`src/rtl/exc_pkg.sv`:
```
// Shared definitions for the exception controller: state encoding,
// syndrome codes and default parameters.
package exc_pkg;

    typedef enum logic [2:0] {
        ST_RUN     = 3'd0,
        ST_FLUSH   = 3'd1,
        ST_HANDLER = 3'd2,
        ST_RETURN  = 3'd3,
        ST_HALT    = 3'd4
    } state_e;

    localparam logic [3:0] ESR_NONE = 4'b0000;
    localparam logic [3:0] ESR_INV  = 4'b0001;
    localparam logic [3:0] ESR_IRQ  = 4'b0010;
    localparam logic [3:0] ESR_ERET = 4'b0011;

    localparam logic [63:0] DEF_VECTOR_ADDR  = 64'h0000_0000_0000_00D8;
    localparam int          DEF_FLUSH_CYCLES = 2;

endpackage

```
`src/rtl/exception_ctrl_if.sv`:
```
// Decode-stage view plus PC-mux/pipeline controls exchanged between the
// core pipeline (master) and the exception controller (slave).
interface exception_ctrl_if;

    logic        InstrValid_D;
    logic        NotAnInstr_D;
    logic        ERet_D;
    logic [63:0] PC_D;
    logic        ExtIRQ;

    logic        Exc;
    logic [63:0] ExcVector;
    logic        EretTaken;
    logic        Flush;
    logic [63:0] ELR;
    logic [3:0]  ESR;
    logic        IrqAck;
    logic        InHandler;
    logic        Halt;

    modport master (
        output InstrValid_D, NotAnInstr_D, ERet_D, PC_D, ExtIRQ,
        input  Exc, ExcVector, EretTaken, Flush, ELR, ESR,
        input  IrqAck, InHandler, Halt
    );

    modport slave (
        input  InstrValid_D, NotAnInstr_D, ERet_D, PC_D, ExtIRQ,
        output Exc, ExcVector, EretTaken, Flush, ELR, ESR,
        output IrqAck, InHandler, Halt
    );

endinterface

```
`src/rtl/exception_ctrl.sv`:
```
// Exception/interrupt controller: detects faults, IRQs and stray ERETs,
// flushes the front of the pipeline and tracks the handler lifecycle.
module exception_ctrl
    import exc_pkg::*;
#(
    parameter logic [63:0] VECTOR_ADDR  = DEF_VECTOR_ADDR,
    parameter int          FLUSH_CYCLES = DEF_FLUSH_CYCLES
) (
    input logic             clk,
    input logic             reset,
    exception_ctrl_if.slave bus
);

    localparam logic [2:0] CNT_INIT    = 3'(FLUSH_CYCLES - 1);
    localparam state_e     FLUSH_ENTRY = (FLUSH_CYCLES > 1) ? ST_FLUSH
                                                             : ST_HANDLER;

    state_e      r_state;
    state_e      w_next;
    logic [2:0]  r_cnt;
    logic [63:0] r_elr;
    logic [3:0]  r_esr;

    logic        w_inv;
    logic        w_eret;
    logic        w_event;
    logic        w_take;
    logic [3:0]  w_code;

    logic        w_exc;
    logic        w_eret_tk;
    logic        w_ack;
    logic        w_flush;
    logic        w_halt;
    logic        w_inh;

    assign w_inv   = bus.InstrValid_D & bus.NotAnInstr_D;
    assign w_eret  = bus.InstrValid_D & bus.ERet_D;
    assign w_event = w_inv | w_eret | bus.ExtIRQ;
    assign w_take  = (r_state == ST_RUN) & w_event;

    always_comb begin
        w_code = ESR_IRQ;
        if (w_inv)       w_code = ESR_INV;
        else if (w_eret) w_code = ESR_ERET;
    end

    always_ff @(posedge clk or negedge reset) begin
        if (!reset) begin
            r_state <= ST_RUN;
        end else begin
            r_state <= w_next;
        end
    end

    always_comb begin
        w_next = r_state;
        unique case (r_state)
            ST_RUN: begin
                if (w_event) w_next = FLUSH_ENTRY;
            end
            ST_FLUSH: begin
                if (r_cnt <= 3'd1) w_next = ST_HANDLER;
            end
            ST_HANDLER: begin
                if (w_inv)       w_next = ST_HALT;
                else if (w_eret) w_next = ST_RETURN;
            end
            ST_RETURN: w_next = ST_RUN;
            ST_HALT:   w_next = ST_HALT;
            default:   w_next = ST_RUN;
        endcase
    end

    // Outputs are forced low while reset is held, whatever the inputs do.
    always_comb begin
        w_exc     = 1'b0;
        w_eret_tk = 1'b0;
        w_ack     = 1'b0;
        w_flush   = 1'b0;
        w_halt    = 1'b0;
        w_inh     = 1'b0;
        if (reset) begin
            unique case (r_state)
                ST_RUN: begin
                    w_exc   = w_event;
                    w_flush = w_event;
                    w_ack   = bus.ExtIRQ & ~w_inv & ~w_eret;
                end
                ST_FLUSH: begin
                    w_flush = 1'b1;
                    w_inh   = 1'b1;
                end
                ST_HANDLER: begin
                    w_inh     = 1'b1;
                    w_eret_tk = w_eret & ~w_inv;
                    w_flush   = w_eret & ~w_inv;
                end
                ST_RETURN: begin
                    w_flush = 1'b1;
                end
                ST_HALT: begin
                    w_halt  = 1'b1;
                    w_flush = 1'b1;
                end
                default: begin
                    w_flush = 1'b0;
                end
            endcase
        end
    end

    always_ff @(posedge clk or negedge reset) begin
        if (!reset) begin
            r_cnt <= 3'd0;
        end else if (w_take) begin
            r_cnt <= CNT_INIT;
        end else if (r_state == ST_FLUSH) begin
            r_cnt <= r_cnt - 3'd1;
        end
    end

    always_ff @(posedge clk or negedge reset) begin
        if (!reset) begin
            r_elr <= 64'd0;
            r_esr <= ESR_NONE;
        end else if (w_take) begin
            r_elr <= bus.PC_D;
            r_esr <= w_code;
        end
    end

    assign bus.Exc       = w_exc;
    assign bus.ExcVector = VECTOR_ADDR;
    assign bus.EretTaken = w_eret_tk;
    assign bus.IrqAck    = w_ack;
    assign bus.Flush     = w_flush;
    assign bus.Halt      = w_halt;
    assign bus.InHandler = w_inh;
    assign bus.ELR       = r_elr;
    assign bus.ESR       = r_esr;

endmodule

```
`src/flat_wrapper.sv`:
```
// flat-port wrapper written by rule: the top's interface ports become plain ports
module exception_ctrl_flat import exc_pkg::*;
#(
    parameter logic [63:0] VECTOR_ADDR  = DEF_VECTOR_ADDR,
    parameter int          FLUSH_CYCLES = DEF_FLUSH_CYCLES
)
  (clk, reset, bus_InstrValid_D, bus_NotAnInstr_D, bus_ERet_D, bus_PC_D, bus_ExtIRQ, bus_Exc, bus_ExcVector, bus_EretTaken, bus_Flush, bus_ELR, bus_ESR, bus_IrqAck, bus_InHandler, bus_Halt);
  exception_ctrl_if bus_i ();
  input logic clk;
  input logic reset;
  input wire logic [$bits(bus_i.InstrValid_D)-1:0] bus_InstrValid_D;
  input wire logic [$bits(bus_i.NotAnInstr_D)-1:0] bus_NotAnInstr_D;
  input wire logic [$bits(bus_i.ERet_D)-1:0] bus_ERet_D;
  input wire logic [$bits(bus_i.PC_D)-1:0] bus_PC_D;
  input wire logic [$bits(bus_i.ExtIRQ)-1:0] bus_ExtIRQ;
  output wire logic [$bits(bus_i.Exc)-1:0] bus_Exc;
  output wire logic [$bits(bus_i.ExcVector)-1:0] bus_ExcVector;
  output wire logic [$bits(bus_i.EretTaken)-1:0] bus_EretTaken;
  output wire logic [$bits(bus_i.Flush)-1:0] bus_Flush;
  output wire logic [$bits(bus_i.ELR)-1:0] bus_ELR;
  output wire logic [$bits(bus_i.ESR)-1:0] bus_ESR;
  output wire logic [$bits(bus_i.IrqAck)-1:0] bus_IrqAck;
  output wire logic [$bits(bus_i.InHandler)-1:0] bus_InHandler;
  output wire logic [$bits(bus_i.Halt)-1:0] bus_Halt;
  assign bus_i.InstrValid_D = bus_InstrValid_D;
  assign bus_i.NotAnInstr_D = bus_NotAnInstr_D;
  assign bus_i.ERet_D = bus_ERet_D;
  assign bus_i.PC_D = bus_PC_D;
  assign bus_i.ExtIRQ = bus_ExtIRQ;
  assign bus_Exc = bus_i.Exc;
  assign bus_ExcVector = bus_i.ExcVector;
  assign bus_EretTaken = bus_i.EretTaken;
  assign bus_Flush = bus_i.Flush;
  assign bus_ELR = bus_i.ELR;
  assign bus_ESR = bus_i.ESR;
  assign bus_IrqAck = bus_i.IrqAck;
  assign bus_InHandler = bus_i.InHandler;
  assign bus_Halt = bus_i.Halt;
  exception_ctrl #(.VECTOR_ADDR(VECTOR_ADDR), .FLUSH_CYCLES(FLUSH_CYCLES)) u_core (.clk(clk), .reset(reset), .bus(bus_i));
endmodule
```
`config.mk`:
```
export PLATFORM = sky130hd
export DESIGN_NAME = exception_ctrl_flat
export DESIGN_NICKNAME = d
export VERILOG_FILES = /design/src/rtl/exc_pkg.sv /design/src/rtl/exception_ctrl_if.sv /design/src/rtl/exception_ctrl.sv /design/src/flat_wrapper.sv
export SDC_FILE = /design/constraint.sdc
export NUM_CORES = 1
export LEC_CHECK = 0
export BUFFER_PORTS_ARGS = -buffer_cell sky130_fd_sc_hd__buf_2
export CAP_MARGIN = 30
export CORE_ASPECT_RATIO = 1.2
export CORE_UTILIZATION = 45
export DETAILED_ROUTE_END_ITERATION = 6
export PLACE_DENSITY = 0.83
export SYNTH_ARGS = -nofsm -noshare
export SYNTH_HDL_FRONTEND = slang
export SYNTH_SLANG_ARGS = --single-unit
```
`constraint.sdc`:
```
create_clock -name clk -period 2.2 [get_ports clk]
set_input_delay 0.11 -clock clk [delete_from_list [all_inputs] [get_ports clk]]
set_output_delay 0.11 -clock clk [all_outputs]
set_load 0.01 [all_outputs]
```
Word-level counts from Yosys, hierarchy flattened

Cells that the tools add are included.
Widths: inputs -> output; s select.

Output and inout port bits: 138
Flip-flop bits (word level): 74
Input bits: 70

Bitwise logic cells: 10
Eq/ne operators: 7
Order comparisons: 1
Reduce and logical (&&, ||, !) cells: 5
Mux-type cells: 21
$add $sub $neg: 1

Operators with widths:

| cell                | count |
|---|---|
| $mux 3              | 6 |
| $mux 1              | 12 |
| $pmux 3 s4          | 1 |
| $and 1x1->1         | 6 |
| $eq 3x2->1 const B  | 2 |
| $ne 2x1->1 const B  | 2 |
| $eq 3x1->1 const B  | 1 |
| $eq 3x3->1 const B  | 1 |
| $le 3x1->1 const B  | 1 |
| $logic_not 3->1     | 1 |
| $ne 3x1->1 const B  | 1 |
| $pmux 1 s3          | 1 |
| $reduce_and 3->1    | 1 |
| $reduce_or 3->1     | 1 |
| $sub 3x1->3 const B | 1 |
| $mux 2              | 1 |
| $not 1->1           | 2 |
| $or 1x1->1          | 2 |
| $reduce_bool 2->1   | 1 |
| $reduce_or 2->1     | 1 |

Longest topological paths before layout

Depth after elaboration: 6
Gate-level depth with buffers: 5

Worst setup path before layout

OpenSTA, ideal clock, no wires.

Path type: flip-flop to flip-flop
From: register u_core.r_cnt[1]
To: register u_core.r_state[1]
Data required time: 2.123 ns
Setup time: 0.077 ns
Arrival: 1.283 ns
Clock period less this slack: 1.361 ns
Stages on the path, launching flop included: 6
Buffers on the path: 0
Setup slack: 0.839 ns
Cell sequence: dfrtp_1 inv_1 ha_1 o21ba_2 or4b_1 a21oi_1

Cells in the longest elaborated chain, start to end: 3

RTL lines:

| item                              | RTL line              | text |
|---|---|---|
| from (decl)                       | exception_ctrl.sv:20  | `logic [2:0] r_cnt;` |
| from (signal assigned)            | exception_ctrl.sv:119 | `r_cnt <= r_cnt - 3'd1;` |
| $le 3x1->1                        | exception_ctrl.sv:63  | `if (r_cnt <= 3'd1) w_next = ST_HANDLER;` |
| $ne 2x1->1 (no source line)       | --                    |  |
| $reduce_and 3->1 (no source line) | --                    |  |
| to (signal assigned)              | exception_ctrl.sv:52  | `r_state <= w_next;` |
| to (decl)                         | exception_ctrl.sv:18  | `state_e r_state;` |

Every way passes these cells.
A chain may end at the register's enable or synchronous reset.

Worst setup path after layout

From: register u_core.r_state[0]
To: output port bus_Flush

Cells in the longest elaborated chain, start to end: 4
Elaborated cells between the ends (all ways): 8
Those cells by class: 4 x eq/ne; 2 x mux; 2 x reduce/logical

RTL lines:

| item                               | RTL line             | text |
|---|---|---|
| $eq 3x2->1 (tied with other cells) | exception_ctrl.sv:84 | `unique case (r_state)` |
| $reduce_or 3->1 (no source line)   | --                   |  |
| $pmux 1 s3 *                       | exception_ctrl.sv:84 |  |
| $mux 1 *                           | exception_ctrl.sv:83 | `if (reset) begin` |
| to (decl)                          | flat_wrapper.sv:19   | `output wire logic [$bits(bus_i.Flush)-1:0] bus_Flush;` |

Mark *: on every way between the ends. The rest lies on a longest branch, timed or not.

==> impl_metrics.env <==
export IMPL_arrival_ns=1.72
export IMPL_synth_seq_cells=72
export IMPL_cts_made_buffers=9
export IMPL_fin_setup_tns_ns=0
export IMPL_grt_ovfl_total=0
export IMPL_cts_root_buffer="clkbuf_8"
export IMPL_critPathCaptureType="output port"
export IMPL_gp_congestion=0.7370
export IMPL_reg2reg_slack_ns=0.42
export IMPL_row_count=34
export IMPL_wl_mm=7.383
export IMPL_worstSetupPathType="flop to output port"
export IMPL_synth_avg_cell_area_um2=13.34
export IMPL_ys_top_cells_by_count="dfrtp_1 (72), buf_4 (66), mux2_2 (65)"
export IMPL_numPlacedInstances=481
export IMPL_clock_fmax_ghz=0.5459
export IMPL_dp_slack_ns=0.4053
export IMPL_synth_area_top_cells="dfrtp_1 (52%), mux2_2 (21%), buf_4 (14%)"
export IMPL_power_density_mw_per_mm2=1287
export IMPL_cts_sinks=72
export IMPL_crit_fanout=17
export IMPL_p_total_mw=6.050
export IMPL_pin_count=208
export IMPL_place_hpwl_mm=4.854
export IMPL_io_buffers=141
export IMPL_cts_setup_buffers=0
export IMPL_yosysSeqAreaShare_pct=52.36
export IMPL_fin_crit_sh_pct=83.26
export IMPL_endpoint="bus_Flush"
export IMPL_clock_path_buffers=2
export IMPL_ff_latch_area_mm2=0.001802
export IMPL_worstPathRequired_ns=2.09
export IMPL_rsz0062_at_grt="false"
export IMPL_fill_cells=586
export IMPL_fin_skew_ns=0.01066
export IMPL_fin_nets=529
export IMPL_drt_vias_per_instance=4.534
export IMPL_htree_levels=3
export IMPL_r2r_end="u_core.bus.ELR[58]$_DFFE_PN0N_"
export IMPL_track_usage_pct=19.65
export IMPL_n_antenna_cell=0
export IMPL_dieArea_mm2=0.008002
export IMPL_finalCriticalPeriod_ns=1.832
export IMPL_tightest_slew_ns=0.5854
export IMPL_antenna_left=0
export IMPL_cp_startpoint="u_core.r_state[0]$_DFFE_PN0P_"
export IMPL_ir_worst_vdd_v=0.0007293
export IMPL_setup_violations=0
export IMPL_ys_flop_type="dfrtp_1"
export IMPL_ys_types=34
export IMPL_wl_per_cell_um=13.38
export IMPL_multiInputGateArea_mm2=0.001284
export IMPL_synth_edf_count=0
export IMPL_die_x_um=81.83
export IMPL_firstDrtPassIters=4
export IMPL_synth_most_common_cell="dfrtp_1"
export IMPL_p_leak_nw=2.368
export IMPL_hold_violations=0
export IMPL_place_area_mm2=0.003956
export IMPL_synth_top_area_share_pct=52.36
export IMPL_clkTransAtPathRegs_ns=0.08
export IMPL_async_flop_share_pct=100.0
export IMPL_reg2regPathDepth=4
export IMPL_min_path_type="input port to flop"
export IMPL_cp_start_kind="flop"
export IMPL_drc=0
export IMPL_antenna_found_initial=0
export IMPL_max_cap_viol_count=0
export IMPL_slew_viol_final=0
export IMPL_grt_pass1_wl_mm=11.75
export IMPL_postLayoutSetupSlackWorst_ns=0.3682
export IMPL_cts_tree="yes"
export IMPL_drt_iter0_markers=74
export IMPL_ys_warn_count=0
export IMPL_synth_cells=258
export IMPL_layoutNonFillerInstCount=552
export IMPL_netlist_area_mm2=0.003441
export IMPL_clock_latency_ns=0.34
export IMPL_r2r_start="u_core.r_state[0]$_DFFE_PN0P_"
export IMPL_num_vias=2503
export IMPL_synth_largest_area_cell="dfrtp_1"
export IMPL_core_mm2=0.007317
export IMPL_outcome="complete, no violations"
export IMPL_grt_pass1_vias=2565
export IMPL_final_cell_area_mm2=0.004702
export IMPL_die_h_um=97.79
export IMPL_max_slew_margin_rel_pct=60.83
export IMPL_layout_drive_gt1_share_pct=49.57
export IMPL_postCtsResizedCells=0
export IMPL_grt_max_degree=49
export IMPL_area_growth_pct=36.65
export IMPL_start_util_pct=47.02
state kept, by name, summed over array words and instances, names as in the netlist:
| name | cells |
|---|---|
| u_core.bus.ELR | 64 |
| u_core.bus.ESR | 2 |
| u_core.r_cnt | 3 |
| u_core.r_state | 3 |
worst min path at each step:
stage,start,depth (start not counted),to,slack (ns)
6_report,bus_PC_D[17],2,u_core.bus.ELR[17]$_DFFE_PN0N_,0.02
3_5_place_dp,reset,1,u_core.r_state[2]$_DFFE_PN0P_,-0.002
5_1_grt,bus_PC_D[34],2,u_core.bus.ELR[34]$_DFFE_PN0N_,0.0003
4_1_cts,bus_PC_D[17],2,u_core.bus.ELR[17]$_DFFE_PN0N_,0.0002
3_3_place_gp,reset,1,u_core.r_state[2]$_DFFE_PN0P_,-0.009
2_1_floorplan,reset,0,u_core.bus.ELR[0]$_DFFE_PN0N_,-0.19
cell type report:
| cell class | count | area share [%] |
|---|---|---|
| clock buffer | 10 | 2.714 |
| sequential | 72 | 38.32 |
| clock inverter | 6 | 1.437 |
| tap | 90 | 2.395 |
| timing repair buffer | 200 | 27.67 |
| inverter | 2 | 0.1597 |
| multi-input combinational | 172 | 27.30 |
where the power goes:
part | switching [mW] | leakage [nW] | internal [mW]
logic | 1.21 | 1.43 | 1.42
clock network | 0.498 | 0.0929 | 0.528
registers | 0.393 | 0.849 | 2.00
kinds of logic (layout without fill, tap and decap cells):
logic type      count (synthesis)  in the layout  synth area share (%)
buf+inv                        78            218                 17.31
mux                            65             65                 21.27
compound gates                 15             15                 3.382
xor+xnor                        2              2                0.5092
simple gates                   22             22                 4.218
fa+ha+maj                       2              2                0.7272
other cells                     2             66                0.2183
flops                          72             72                 52.36
worst max-delay path, stage by stage, from the launching register on:
cell and delay [ns]:
dfrtp_1 0.52, nor3_4 0.31, o21ai_4 0.22, a21oi_1 0.18, buf_2 0.15
metal layers:
layer | GRT usage (%) | vias up | wire length [um]
met3 | 6.542 | 20 | 532
met5 | 0 | - | 0
met1 | 19.20 | 1212 | 2388
met2 | 36.30 | 132 | 4269
met4 | 8.232 | 0 | 193
li1 | - | 1139 | -
timing repair:
action | CTS | global route
endpoints found under the hold margin | 78 | 0
endpoints found under the setup margin | 0 | 0
hold buffers | 55 | 0
cell usage in the layout (no fill, tap or decap), types with 2 or more instances in the layout:
cell type      instances
ha_1                   2
nor2_1                 2
nor3b_1                2
o21a_1                 2
xnor2_1                2
clkinvlp_4             2
clkbuf_8               9
and3b_1                2
buf_2                140
mux2_2                65
nand2b_1               2
inv_1                  2
dlygate4sd3_1         55
buf_4                  4
conb_1                66
dfrtp_1               72
nand2_1                6
a21oi_1                4
metrics by stage:
step	hold WS, ns	util (%)
after global routing	0.0003406	64.26
after floorplan	-0.1856	-
after detailed placement	-0.001532	54.07
after global placement	-0.009141	54.07
after CTS	0.0001730	64.26
final	0.01831	64.26
Note: power is estimated with default switching activity, not from simulation.
